[src/rtl/fpnew_pkg.sv]
`default_nettype none
// ============================================================================
// Module      : fpnew_pkg
// Description : Shared types and helpers for the iterative div/sqrt engine.
// Revision    : 1.0 - initial release
// ============================================================================
package fpnew_pkg;

  // Operation selected when a start is accepted.
  typedef enum logic {
    DS_DIV  = 1'b0,
    DS_SQRT = 1'b1
  } divsqrt_op_e;

  // Engine sequencing states.
  typedef enum logic [1:0] {
    ST_IDLE   = 2'd0,
    ST_BUSY   = 2'd1,
    ST_FINISH = 2'd2
  } divsqrt_state_e;

  // Cycles spent in BUSY: enough radix-2 steps to cover MantWidth+2 result bits.
  function automatic int unsigned divsqrt_num_iter(input int unsigned mant_width,
                                                   input int unsigned bits_per_cycle);
    return (mant_width + 2 + bits_per_cycle - 1) / bits_per_cycle;
  endfunction

endpackage
`default_nettype wire

[src/rtl/fpnew_divsqrt_iter_step.sv]
`default_nettype none
// ============================================================================
// Module      : fpnew_divsqrt_iter_step
// Description : One combinational radix-2 restoring step, shared by divide
//               and square root. Produces the updated partial remainder and
//               the result bit retired by this step.
// Revision    : 1.0 - initial release
// ============================================================================
module fpnew_divsqrt_iter_step
  import fpnew_pkg::*;
#(
  parameter int unsigned RemWidth  = 28,
  parameter int unsigned QuotWidth = 26
) (
  input  divsqrt_op_e         op_i,
  input  logic [RemWidth-1:0] rem_i,
  input  logic [QuotWidth-1:0] quot_i,
  input  logic [RemWidth-1:0] divisor_i,
  input  logic [1:0]          rad_pair_i,
  output logic [RemWidth-1:0] rem_o,
  output logic                bit_o
);

  logic [RemWidth-1:0] w_div_diff;
  logic [RemWidth-1:0] w_sqrt_rem4;
  logic [RemWidth-1:0] w_sqrt_trial;
  logic [RemWidth-1:0] w_sqrt_diff;
  logic                w_div_ge;
  logic                w_sqrt_ge;

  // Divide compares before shifting; sqrt shifts in the next radicand pair
  // first and compares against the trial value 4*root+1.
  always_comb begin
    w_div_ge     = rem_i >= divisor_i;
    w_div_diff   = rem_i - divisor_i;
    w_sqrt_rem4  = {rem_i[RemWidth-3:0], rad_pair_i};
    w_sqrt_trial = RemWidth'({quot_i, 2'b01});
    w_sqrt_ge    = w_sqrt_rem4 >= w_sqrt_trial;
    w_sqrt_diff  = w_sqrt_rem4 - w_sqrt_trial;
    if (op_i == DS_DIV) begin
      bit_o = w_div_ge;
      rem_o = (w_div_ge ? w_div_diff : rem_i) << 1;
    end else begin
      bit_o = w_sqrt_ge;
      rem_o = w_sqrt_ge ? w_sqrt_diff : w_sqrt_rem4;
    end
  end

endmodule
`default_nettype wire

[src/rtl/fpnew_divsqrt_iter_core.sv]
`default_nettype none
// ============================================================================
// Module      : fpnew_divsqrt_iter_core
// Description : Iterative significand divide / square-root engine answering
//               the start/ready/done/kill handshake of the divsqrt wrapper.
//               When NUM_ITER*BitsPerCycle exceeds MantWidth+2, the surplus
//               low bits are computed and folded into sticky.
// Revision    : 1.0 - initial release
// ============================================================================
module fpnew_divsqrt_iter_core
  import fpnew_pkg::*;
#(
  parameter int unsigned MantWidth    = 53,
  parameter int unsigned BitsPerCycle = 1
) (
  input  logic                 clk_i,
  input  logic                 rst_i,
  input  logic                 div_start_i,
  input  logic                 sqrt_start_i,
  input  logic [MantWidth-1:0] operand_a_i,
  input  logic [MantWidth-1:0] operand_b_i,
  input  logic                 exp_odd_i,
  input  logic                 kill_i,
  output logic                 ready_o,
  output logic                 done_o,
  output logic [MantWidth+1:0] result_o,
  output logic                 sticky_o
);

  localparam int unsigned NUM_ITER = divsqrt_num_iter(MantWidth, BitsPerCycle);
  localparam int unsigned RES_W    = MantWidth + 2;
  localparam int unsigned QUOT_W   = NUM_ITER * BitsPerCycle;
  localparam int unsigned EXTRA    = QUOT_W - RES_W;
  localparam int unsigned REM_W    = QUOT_W + 2;
  // Radicand held left-aligned on an even width so pairs come off the top.
  localparam int unsigned RAD_W    = MantWidth + 1 + ((MantWidth + 1) % 2);
  localparam int unsigned RAD_PAD  = RAD_W - (MantWidth + 1);
  localparam int unsigned CNT_W    = $clog2(NUM_ITER + 1);
  localparam logic [QUOT_W-1:0] LOW_MASK = (QUOT_W'(1) << EXTRA) - QUOT_W'(1);

  divsqrt_state_e       state_q;
  divsqrt_op_e          op_q;
  logic                 ready_q;
  logic                 done_q;
  logic [CNT_W-1:0]     cnt_q;
  logic [REM_W-1:0]     rem_q;
  logic [QUOT_W-1:0]    quot_q;
  logic [MantWidth-1:0] divisor_q;
  logic [RAD_W-1:0]     rad_q;
  logic [RES_W-1:0]     result_q;
  logic                 sticky_q;

  logic                 w_start;
  divsqrt_op_e          w_start_op;
  logic [MantWidth:0]   w_rad_x;
  logic [RAD_W-1:0]     w_rad_init;
  logic [REM_W-1:0]     w_divisor;
  logic [REM_W-1:0]     w_rem  [BitsPerCycle+1];
  logic [QUOT_W-1:0]    w_quot [BitsPerCycle+1];
  logic                 w_sticky;

  assign w_start    = div_start_i | sqrt_start_i;
  assign w_start_op = div_start_i ? DS_DIV : DS_SQRT;
  assign w_rad_x    = exp_odd_i ? {operand_a_i, 1'b0} : {1'b0, operand_a_i};
  assign w_rad_init = RAD_W'(w_rad_x) << RAD_PAD;
  assign w_divisor  = REM_W'(divisor_q);
  assign w_rem[0]   = rem_q;
  assign w_quot[0]  = quot_q;

  generate
    for (genvar gi = 0; gi < BitsPerCycle; gi++) begin : g_step
      logic w_bit;
      fpnew_divsqrt_iter_step #(
        .RemWidth  (REM_W),
        .QuotWidth (QUOT_W)
      ) u_step (
        .op_i       (op_q),
        .rem_i      (w_rem[gi]),
        .quot_i     (w_quot[gi]),
        .divisor_i  (w_divisor),
        .rad_pair_i (rad_q[RAD_W-1-2*gi -: 2]),
        .rem_o      (w_rem[gi+1]),
        .bit_o      (w_bit)
      );
      assign w_quot[gi+1] = {w_quot[gi][QUOT_W-2:0], w_bit};
    end
  endgenerate

  // Inexact when any remainder survives or any surplus low result bit is set.
  assign w_sticky = (|w_rem[BitsPerCycle]) | (|(w_quot[BitsPerCycle] & LOW_MASK));

  // Sequencer and datapath registers; kill and reset win over everything else.
  always_ff @(posedge clk_i) begin
    if (rst_i) begin
      state_q   <= ST_IDLE;
      op_q      <= DS_DIV;
      ready_q   <= 1'b1;
      done_q    <= 1'b0;
      cnt_q     <= '0;
      rem_q     <= '0;
      quot_q    <= '0;
      divisor_q <= '0;
      rad_q     <= '0;
      result_q  <= '0;
      sticky_q  <= 1'b0;
    end else if (kill_i) begin
      state_q <= ST_IDLE;
      ready_q <= 1'b1;
      done_q  <= 1'b0;
    end else begin
      case (state_q)
        ST_BUSY: begin
          rem_q  <= w_rem[BitsPerCycle];
          quot_q <= w_quot[BitsPerCycle];
          rad_q  <= rad_q << (2 * BitsPerCycle);
          cnt_q  <= cnt_q - CNT_W'(1);
          if (cnt_q == CNT_W'(1)) begin
            result_q <= w_quot[BitsPerCycle][QUOT_W-1:EXTRA];
            sticky_q <= w_sticky;
            state_q  <= ST_FINISH;
            ready_q  <= 1'b1;
            done_q   <= 1'b1;
          end
        end
        default: begin
          if (w_start) begin
            state_q   <= ST_BUSY;
            op_q      <= w_start_op;
            ready_q   <= 1'b0;
            done_q    <= 1'b0;
            cnt_q     <= CNT_W'(NUM_ITER);
            rem_q     <= (w_start_op == DS_DIV) ? REM_W'(operand_a_i) : '0;
            quot_q    <= '0;
            divisor_q <= operand_b_i;
            rad_q     <= w_rad_init;
          end else begin
            state_q <= ST_IDLE;
            ready_q <= 1'b1;
            done_q  <= 1'b0;
          end
        end
      endcase
    end
  end

  assign ready_o  = ready_q;
  assign done_o   = done_q;
  assign result_o = result_q;
  assign sticky_o = sticky_q;

endmodule
`default_nettype wire

[config.mk]
export PLATFORM = sky130hd
export DESIGN_NAME = fpnew_divsqrt_iter_core
export DESIGN_NICKNAME = d
export VERILOG_FILES = /design/src/rtl/fpnew_pkg.sv /design/src/rtl/fpnew_divsqrt_iter_step.sv /design/src/rtl/fpnew_divsqrt_iter_core.sv
export SDC_FILE = /design/constraint.sdc
export NUM_CORES = 1
export LEC_CHECK = 0
export BUFFER_PORTS_ARGS = -buffer_cell sky130_fd_sc_hd__buf_4
export CAP_MARGIN = 20
export CORE_MARGIN = 2
export CORE_UTILIZATION = 30
export DETAILED_ROUTE_END_ITERATION = 10
export GPL_ROUTABILITY_DRIVEN = 1
export SYNTH_ARGS = -nofsm -noshare
export SYNTH_HDL_FRONTEND = slang
export SYNTH_SLANG_ARGS = --single-unit
[constraint.sdc]
create_clock -name clk_i -period 8.6 [get_ports clk_i]
set_input_delay 1.72 -clock clk_i [delete_from_list [all_inputs] [get_ports clk_i]]
set_output_delay 1.72 -clock clk_i [all_outputs]
set_load 0.005 [all_outputs]
Word-level counts from Yosys, hierarchy flattened
Index checks and enable logic that the tools add are counted.
- add/subtract/negate cells: 3
- order comparisons: 2
- equal/unequal tests: 3
- muxes and demuxes: 21
- bitwise logic cells: 3
- reductions and logical operators: 7
- operators by type and width (operator ; number):
    $mux 57 ; 4
    $mux 54 ; 3
    $mux 55 ; 2
    $ge 57x53->1 ; 1
    $ge 57x57->1 ; 1
    $reduce_or 57->1 ; 1
    $sub 57x57->57 ; 1
    $mux 56 ; 1
    $sub 56x53->56 ; 1
    $mux 53 ; 1
    $mux 6 ; 2
    $eq 6x1->1 const B ; 1
    $mux 1 ; 6
    $reduce_and 3->1 ; 2
    $sub 6x1->6 const B ; 1
    $mux 2 ; 2
    $reduce_or 3->1 ; 1
    $eq 2x1->1 const B ; 1
    $ne 2x2->1 const B ; 1
    $not 1->1 ; 2
    $reduce_and 2->1 ; 1
    $reduce_bool 2->1 ; 1
    $reduce_or 2->1 ; 1
    $or 1x1->1 ; 1
- register bits: 286
- input bits: 112
- logic and storage cells: 50

Longest topological paths before layout
Gate-level depths: netlist (run 1).
- depth after elaboration: 4
- gate-level depth with buffers: 20
- mapped depth without buffers: 17

Hierarchy
A second synthesis (run 1) with hierarchy kept.
- cells, all modules: 2713
- area total of the unflattened synthesis: 19987.9 um2
- modules (own cells, without submodules) (module ; instances ; cells an instance ; area each (um2)):
    fpnew_divsqrt_iter_core ; 1 ; 1335 ; 11287.1
    fpnew_divsqrt_iter_step ; 1 ; 1378 ; 8700.8

Worst setup path after synthesis (run 1)
No wires, ideal clock.
- path kind: reg-to-reg
- start point: reg rem_q[0]
- end point: reg sticky_q (netlist: sticky_o)
- arrival time: 3456 ps
- data required time: 8480 ps
- setup slack: 5025 ps
- cell stages (with the launch flop): 18
- cell sequence: dfxtp_1 > inv_1 > ha_1 > inv_1 > fa_1 > a21o_1 > a311o_1 > nand3_1 > a21oi_1 > a2111oi_2 > o31ai_1 > a41oi_1 > xnor2_1 > nor3_1 > a211oi_1 > nor4_1 > nand4_1 > o31a_1
- cells in the longest elaborated chain, start to end: 4
- elaborated cells between the ends (all ways): 8
- classes of those cells: 2 x add/sub; 2 x order compare; 3 x mux; 1 x reduce/logical
- ends and longest elaborated chain (what ; RTL line ; source):
    from (decl) ; fpnew_divsqrt_iter_core.sv:46 ; logic [REM_W-1:0] rem_q;
    from (signal assigned) ; fpnew_divsqrt_iter_core.sv:113 ; rem_q <= w_rem[BitsPerCycle];
    from (signal assigned) ; fpnew_divsqrt_iter_core.sv:132 ; rem_q <= (w_start_op == DS_DIV) ? REM_W'(operand_a_i) : '0;
    $sub 57x57->57 (tied with other cells) ; fpnew_divsqrt_iter_step.sv:39 ; w_sqrt_diff = w_sqrt_rem4 - w_sqrt_trial;
    $mux 57 / $mux 56 (equally long branches) ; fpnew_divsqrt_iter_step.sv:45, fpnew_divsqrt_iter_step.sv:42 ;
    $mux 57 (*) ; fpnew_divsqrt_iter_step.sv:40 ; if (op_i == DS_DIV) begin
    $reduce_or 57->1 (*) ; fpnew_divsqrt_iter_core.sv:90 ; assign w_sticky = (|w_rem[BitsPerCycle]) | (|(w_quot[BitsPerCycle] & LOW_MASK));
    to (signal assigned) ; fpnew_divsqrt_iter_core.sv:119 ; sticky_q <= w_sticky;
    to (decl) ; fpnew_divsqrt_iter_core.sv:51 ; logic sticky_q;
Mark *: on every way between the ends. The rest lies on a longest branch, timed or not.
A chain may end at the register's enable or synchronous reset.

Final worst setup path (run 1)
- start point: reg rem_q[12]
- end point: reg sticky_q (netlist: sticky_o)
Same word-level chain as after synthesis.

==> results.py, run 1 <==
metrics = {
    "detailed_routing": {
        "wl_per_cell_um": 21.94,
        "drt_pre_antenna_iters": 6,
        "drt_iter0_markers": 2634,
        "vias": 21470,
        "wirelength_um": 83840,
        "drc": 0,
        "ant_nets": 0,
        "viasPerCell": 5.618,
    },
    "global_routing": {
        "antenna_found_initial": 0,
        "grt_pass1_vias": 19650,
        "grt_pass1_wl_um": 124900,
        "overflow": 0,
        "grt_usage": 0.2285,
        "grt_max_degree": 81,
    },
    "cts": {
        "cts.repair.resized": 0,
        "cts_tree": "built",
        "cts_hold_buffers": 0,
        "clk_latency_ps": 570,
        "cts_buffers": 35,
        "post_cts_buffers": 0,
        "clockBufferDepth": 3,
        "clock_sinks": 286,
        "cts-root-buf": "clkbuf_16",
        "cts.clk_slew.worst_paths_ps": 70,
        "htreeDepth": 2,
    },
    "outcome": {
        "status": "complete, no violations",
    },
    "run": {
        "maxCapViolCount": 0,
    },
    "timing": {
        "period_needed_ps": 5192,
        "fin_skew_ps": 30.03,
        "layout_setup_ws_ps": 3408,
        "worst_pin_slew_ps": 1138,
        "slew_violations": 0,
        "finalSetupViolCount": 0,
        "tns_ps": 0,
        "max_freq_mhz": 192.6,
        "period_share": 0.6037,
        "hold_slack_ps": 452.5,
        "rsz0062_at_grt": "false",
        "slew_headroom": 0.2353,
        "hold_violations": 0,
    },
    "floorplanning": {
        "dieArea_um2": 71110,
        "core_region_area_um2": 68470,
        "start_util": 0.3023,
        "die_h_um": 266.7,
        "io_pins": 170,
        "rows": 96,
        "die_w_um": 266.7,
    },
    "finish": {
        "syn_to_final_growth_pct": 13.72,
        "drive_above_1_share": 0.1027,
        "layout_common_cells": "559 x nand2_1, 348 x a21oi_1, 285 x dfxtp_1, 187 x buf_4, 159 x o21ai_0",
        "mostFrequentLayoutCell": "nand2_1",
        "fillers": 7424,
        "regArea_um2": 5727,
        "antennaDiodeCount": 0,
        "fin_nets": 3141,
        "post-route-util": 0.3438,
        "stdcell_area_um2": 23540,
        "final_cells": 3822,
        "multi_input_area_um2": 13530,
    },
    "synth": {
        "syn_area_per_cell_um2": 7.122,
        "ys_warn_count": 0,
        "ys_types": 97,
        "yosysSeqAreaShare": 0.2766,
        "synth_cells": 2906,
        "syn-cell-area_um2": 20700,
        "synth_seq_cells": 286,
        "async_flop_share": 0,
        "synth_edf_count": 0,
        "synth_ff_type": "dfxtp_1",
        "synth_nets": 3131,
    },
    "placement": {
        "post_dp_cell_area_um2": 22360,
        "placedCellCount": 3761,
        "io_buffers": 169,
        "dp_hpwl_um": 63920,
        "pre_cts_ws_ps": 3516,
        "globalplace.congestion": 0.9974,
    },
    "worst_setup_path": {
        "ff2ff_setup_slack_ps": 3410,
        "critPathCaptureType": "register",
        "ff2ff_path_depth": 15,
        "rr_endpoint": "sticky_o$_SDFFE_PP0P_",
        "crit_arrival_ps": 5660,
        "crit_type": "reg -> reg",
        "cp.required_ps": 9070,
        "start_kind": "register",
        "r2r_start": "rem_q[12]$_SDFFE_PP0P_",
        "crit_path_max_fanout": 57,
    },
    "power": {
        "ir_drop_mv": 0.1051,
        "p_sw_mw": 2.173,
        "switching_share": 0.4157,
        "cellLeakagePower_nw": 9.225,
        "clkPwrFrac": 0.295,
        "p_comb_frac": 0.423,
        "power_density_nw_per_um2": 222.1,
        "sequentialPowerShare": 0.282,
        "totalPowerFinal_mw": 5.228,
        "internal_power_mw": 3.054,
    },
    "worst_hold_path": {
        "hold_path_class": "reg -> reg",
        "holdPathEnd": "rad_q[22]$_SDFFE_PP0P_",
        "hold_start": "rad_q[22]$_SDFFE_PP0P_",
        "min_path_cells": 2,
    },
}
[synth_stat cells, types with 42 or more instances]
cell type  count  area [um^2]
a21oi_1      349         1747
a311oi_1      42        367.9
buf_2         42        210.2
clkbuf_1     136        510.5
dfxtp_1      286         5725
ha_1         112         1401
inv_1        150        563.0
mux2i_1       68        680.7
nand2_1      561         2106
nand3_1       82        410.4
nand4_1       55        344.1
nor2_1       159        596.8
nor3_1        64        320.3
o211ai_1      88        660.6
o21ai_0      159        795.8
xnor2_1       57        499.2
[metal layers]
metal | GRT usage | share of wire | up-vias
met2 | 0.3504 | 0.43 | 890
met5 | 0 | 0 | -
li1 | - | - | 10390
met1 | 0.3128 | 0.44 | 10040
met3 | 0.03174 | 0.074 | 157
met4 | 0.1137 | 0.054 | 0
[final cells by class]
type | count | area share
inverter | 152 | 0.02424
clock inverter | 10 | 0.003721
tap | 882 | 0.04688
timing repair buffer | 189 | 0.06097
sequential | 286 | 0.2433
multi-input combinational | 2252 | 0.5746
clock buffer | 51 | 0.04625
[state kept, by name, summed over array words and instances (netlist names)]
signal,count
rem_q,57
quot_q,55
result_o,55
rad_q,54
divisor_q,53
cnt_q,6
state_q,2
done_o,1
op_q,1
ready_o,1
sticky_o,1
[power groups by stage]
stage | registers [mW] | clock network [mW] | logic, mW
6_report | 1.47 | 1.54 | 2.21
5_1_grt | 1.48 | 1.62 | 2.38
4_1_cts | 1.47 | 1.57 | 2.15
2_1_floorplan | 1.46 | 0 | 1.55
3_3_place_gp | 1.49 | 0 | 2.16
3_5_place_dp | 1.50 | 0 | 2.13
[critical path: stages (launching register included)]
cell	delay, ps
dfxtp_1	440
ha_1	500
nand3_1	260
nor4_1	760
nand4_1	280
o21bai_4	220
nor3_2	120
nand2_2	80
buf_4	550
a211oi_1	250
a2111o_1	470
nor4_2	260
nand4_1	180
nor4_2	300
nand4_1	140
o31a_1	300
[cells by family after synthesis]
family          after synthesis  share of synthesized area
fa+ha+maj                   113                    0.06867
buf+inv                     368                    0.07218
xor+xnor                     92                    0.03893
flops                       286                     0.2766
compound gates              916                     0.2806
simple gates               1063                     0.2301
mux                          68                    0.03289
[worst max path at each step]
stage,start,depth (start not counted),end,slack [ps]
after CTS,rem_q[11]$_SDFFE_PP0P_,15,sticky_o$_SDFFE_PP0P_,3510
after floorplan,rem_q[0]$_SDFFE_PP0P_,17,sticky_o$_SDFFE_PP0P_,5020
after global routing,rem_q[11]$_SDFFE_PP0P_,15,sticky_o$_SDFFE_PP0P_,3330
after global placement,rem_q[11]$_SDFFE_PP0P_,15,sticky_o$_SDFFE_PP0P_,3470
after detailed placement,rem_q[11]$_SDFFE_PP0P_,15,sticky_o$_SDFFE_PP0P_,3520
final,rem_q[12]$_SDFFE_PP0P_,15,sticky_o$_SDFFE_PP0P_,3410
(Power assumes the default switching activity.)
==> run 2, diff against run 1 <==
ABC_AREA = 1   (was default)
clock period = 4.8 ns   (was 8.6 ns; I/O delays follow)
==> results.py, run 2 <==
metrics = {
    "worst_setup_path": {
        "critPathLaunch": "rem_q[37]$_SDFFE_PP0P_",
        "cp.required_ps": 5260,
        "crit_path_cell_trace": "ha_1 > nand2_1 > inv_1 > a21oi_1 > nand2_1 > inv_1 > nand2_1 > a21oi_1 > nand3_4 > buf_12 > nand2_1 > o21ai_0 > nand2_1 > nand2_1 > nor2_1 > nand2_1 > nor2_1 > nand4_1 > nor2_1 > nor2_1",
        "crit_slowest_cell": "a21oi_1",
        "crit_type": "reg -> reg",
        "rr_endpoint": "sticky_o$_SDFFE_PP0P_",
        "crit_arrival_ps": 4720,
        "ff2ff_setup_slack_ps": 540,
        "critPathCaptureType": "register",
        "cp_common_cell": "nand2_1",
        "start_kind": "register",
        "worst_path_largest_cell_delay_ps": 710,
        "ff2ff_path_depth": 20,
        "crit_path_max_fanout": 46,
        "r2r_start": "rem_q[37]$_SDFFE_PP0P_",
    },
    "placement": {
        "dp_hpwl_um": 80090,
        "globalplace.congestion": 1.009,
        "io_buffers": 169,
    },
    "synth": {
        "synth_ff_type": "dfxtp_1",
        "synth_seq_cells": 286,
        "synth_nets": 4179,
        "syn-cell-area_um2": 22960,
        "ys_types": 47,
        "yosysTopAreaCell": "dfxtp_1",
        "synth_common_cells": "1238 x nand2_1, 631 x inv_1, 366 x nor2_1",
        "synth_cells": 3954,
        "synthTopCellsByArea": "dfxtp_1 25%, nand2_1 20%, inv_1 10%, ha_1 6.1%, nor2_1 6.0%",
        "yosysSeqAreaShare": 0.2494,
        "async_flop_share": 0,
        "synth_most_common_cell": "nand2_1",
        "syn_area_per_cell_um2": 5.806,
        "ys_warn_count": 0,
        "yosysTopAreaCellShare": 0.2494,
        "synth_edf_count": 0,
    },
    "cts": {
        "htreeDepth": 2,
        "post_cts_buffers": 0,
        "clk_latency_ps": 570,
        "cts-root-buf": "clkbuf_16",
        "clockBufferDepth": 3,
        "cts.clk_slew.worst_paths_ps": 70,
        "cts_hold_buffers": 0,
        "cts_tree": "built",
        "clock_sinks": 286,
        "cts.repair.resized": 0,
        "cts_buffers": 36,
    },
    "detailed_routing": {
        "wirelength_um": 98290,
        "wl_per_cell_um": 19.55,
        "drt_pre_antenna_iters": 7,
        "ant_nets": 0,
        "drc": 0,
        "viasPerCell": 5.068,
        "vias": 25480,
        "drt_iter0_markers": 2542,
    },
    "timing": {
        "period_share": 0.8880,
        "fin_skew_ps": 23.08,
        "period_needed_ps": 4262,
        "tns_ps": 0,
        "worst_pin_slew_ps": 944.4,
        "slew_violations": 0,
        "hold_violations": 0,
        "finalSetupViolCount": 0,
        "rsz0062_at_grt": "false",
        "slew_headroom": 0.3695,
        "max_freq_mhz": 234.6,
    },
    "global_routing": {
        "overflow": 0,
        "grt_max_degree": 112,
        "grt_pass1_vias": 23460,
        "antenna_found_initial": 2,
        "grt_pass1_wl_um": 145300,
        "grt_usage": 0.2436,
    },
    "power": {
        "totalPowerFinal_mw": 10.49,
        "ir_drop_mv": 0.2127,
        "power_density_nw_per_um2": 399.3,
        "cellLeakagePower_nw": 13.20,
    },
    "floorplanning": {
        "rows": 101,
        "start_util": 0.3028,
        "io_pins": 170,
        "die_h_um": 280.6,
        "die_w_um": 280.6,
        "dieArea_um2": 78760,
        "core_region_area_um2": 75820,
    },
    "finish": {
        "fillers": 8469,
        "syn_to_final_growth_pct": 14.39,
        "drive_above_1_share": 0.07138,
        "mostFrequentLayoutCell": "nand2_1",
        "regArea_um2": 5725,
        "multi_input_area_um2": 14160,
        "layout_common_cells": "1237 x nand2_1, 628 x inv_1, 363 x nor2_1, 286 x dfxtp_1, 267 x o21ai_0",
        "largest_register_ffs": 57,
        "top_register": "rem_q",
        "fin_nets": 4250,
    },
    "worst_hold_path": {
        "hold_start": "done_o$_SDFFE_PP0P_",
        "holdPathEnd": "done_o$_SDFFE_PP0P_",
        "hold_path_class": "reg -> reg",
        "min_path_cells": 2,
    },
    "outcome": {
        "status": "complete, no violations",
    },
    "run": {
        "maxCapViolCount": 0,
    },
}
==> run 2: cell types whose count changed in the layout (fill, tap and decap cells not counted), moves of 52 or more <==
cell / delta
nand3_1: +166
o21ai_0: +108
nor2_1: +205
mux2i_1: -67
a21oi_1: -92
inv_1: +478
o32ai_1: +52
nand2_1: +678
o211ai_1: -74
==> run 2: power breakdown <==
part | leakage [nW] | switching, mW | internal (mW) | total (mW)
clock network | 0.594 | 1.15 | 1.69 | 2.84
registers | 2.34 | 0.152 | 2.52 | 2.67
logic | 10.3 | 3.49 | 1.49 | 4.98
==> run 2: area by class of cell <==
class	instances	area share
diodes	1	0.00009528
clock buffers	50	0.03978
clock inverters	12	0.005860
inverters	635	0.09100
multi-input cells	2866	0.5391
flip-flops and latches	286	0.2180
well taps	978	0.04659
repair buffers	200	0.05955
==> run 2: cell families (layout without fill, tap and decap cells) <==
family / count (synthesis) / after routing / synth area share
muxes: 1 / 1 / 0.0004360
DFF: 286 / 286 / 0.2494
xor gates and xnor gates: 50 / 50 / 0.01907
adders and majority gates: 113 / 113 / 0.06191
and+or+nand+nor: 1949 / 1949 / 0.3439
AOI/OAI and AO/OA: 753 / 753 / 0.1905
buffers and inverters: 802 / 897 / 0.1348
other: 0 / 1 / 0
==> run 2: how the worst max path moves through the flow <==
| stage | slack, ps | cells past startpoint | end |
|---|---|---|---|
| 3_3_place_gp | 730 | 19 | sticky_o$_SDFFE_PP0P_ |
| 4_1_cts | 640 | 18 | sticky_o$_SDFFE_PP0P_ |
| 3_5_place_dp | 670 | 18 | sticky_o$_SDFFE_PP0P_ |
| 5_1_grt | 280 | 18 | sticky_o$_SDFFE_PP0P_ |
| 6_report | 540 | 20 | sticky_o$_SDFFE_PP0P_ |
| 2_1_floorplan | 2160 | 22 | sticky_o$_SDFFE_PP0P_ |
==> run 2: worst max-delay path: cells and delay by family (launching register included) <==
kind,cells,cell delay (ps)
buffers and inverters,3,440
and+or+nand+nor,13,1730
adders and majority gates,1,360
DFF,1,530
AOI/OAI and AO/OA,3,1060
==> run 2: layer usage <==
layer  up-vias  part of all wire  track usage
li1      12830                 -            -
met1     11620              0.44       0.3203
met2       868              0.45       0.3998
met3       159             0.069      0.03631
met4         0             0.042      0.09461
met5         -                 0            0
==> run 2: per-stage QoR <==
stage | hold slack (ps) | util | setup WS [ps] | cells | area [um^2]
final | 453.6 | 0.3464 | 537.8 | 5028 | 26260
after global placement | 444.1 | 0.3305 | 726.2 | 4965 | 25060
after global routing | 468.2 | 0.3463 | 282.5 | 5027 | 26260
after CTS | 456.3 | 0.3463 | 644.1 | 5027 | 26260
after detailed placement | 447.8 | 0.3305 | 666.0 | 4965 | 25060
after floorplan | 435.3 | - | 2160 | 3954 | 22960
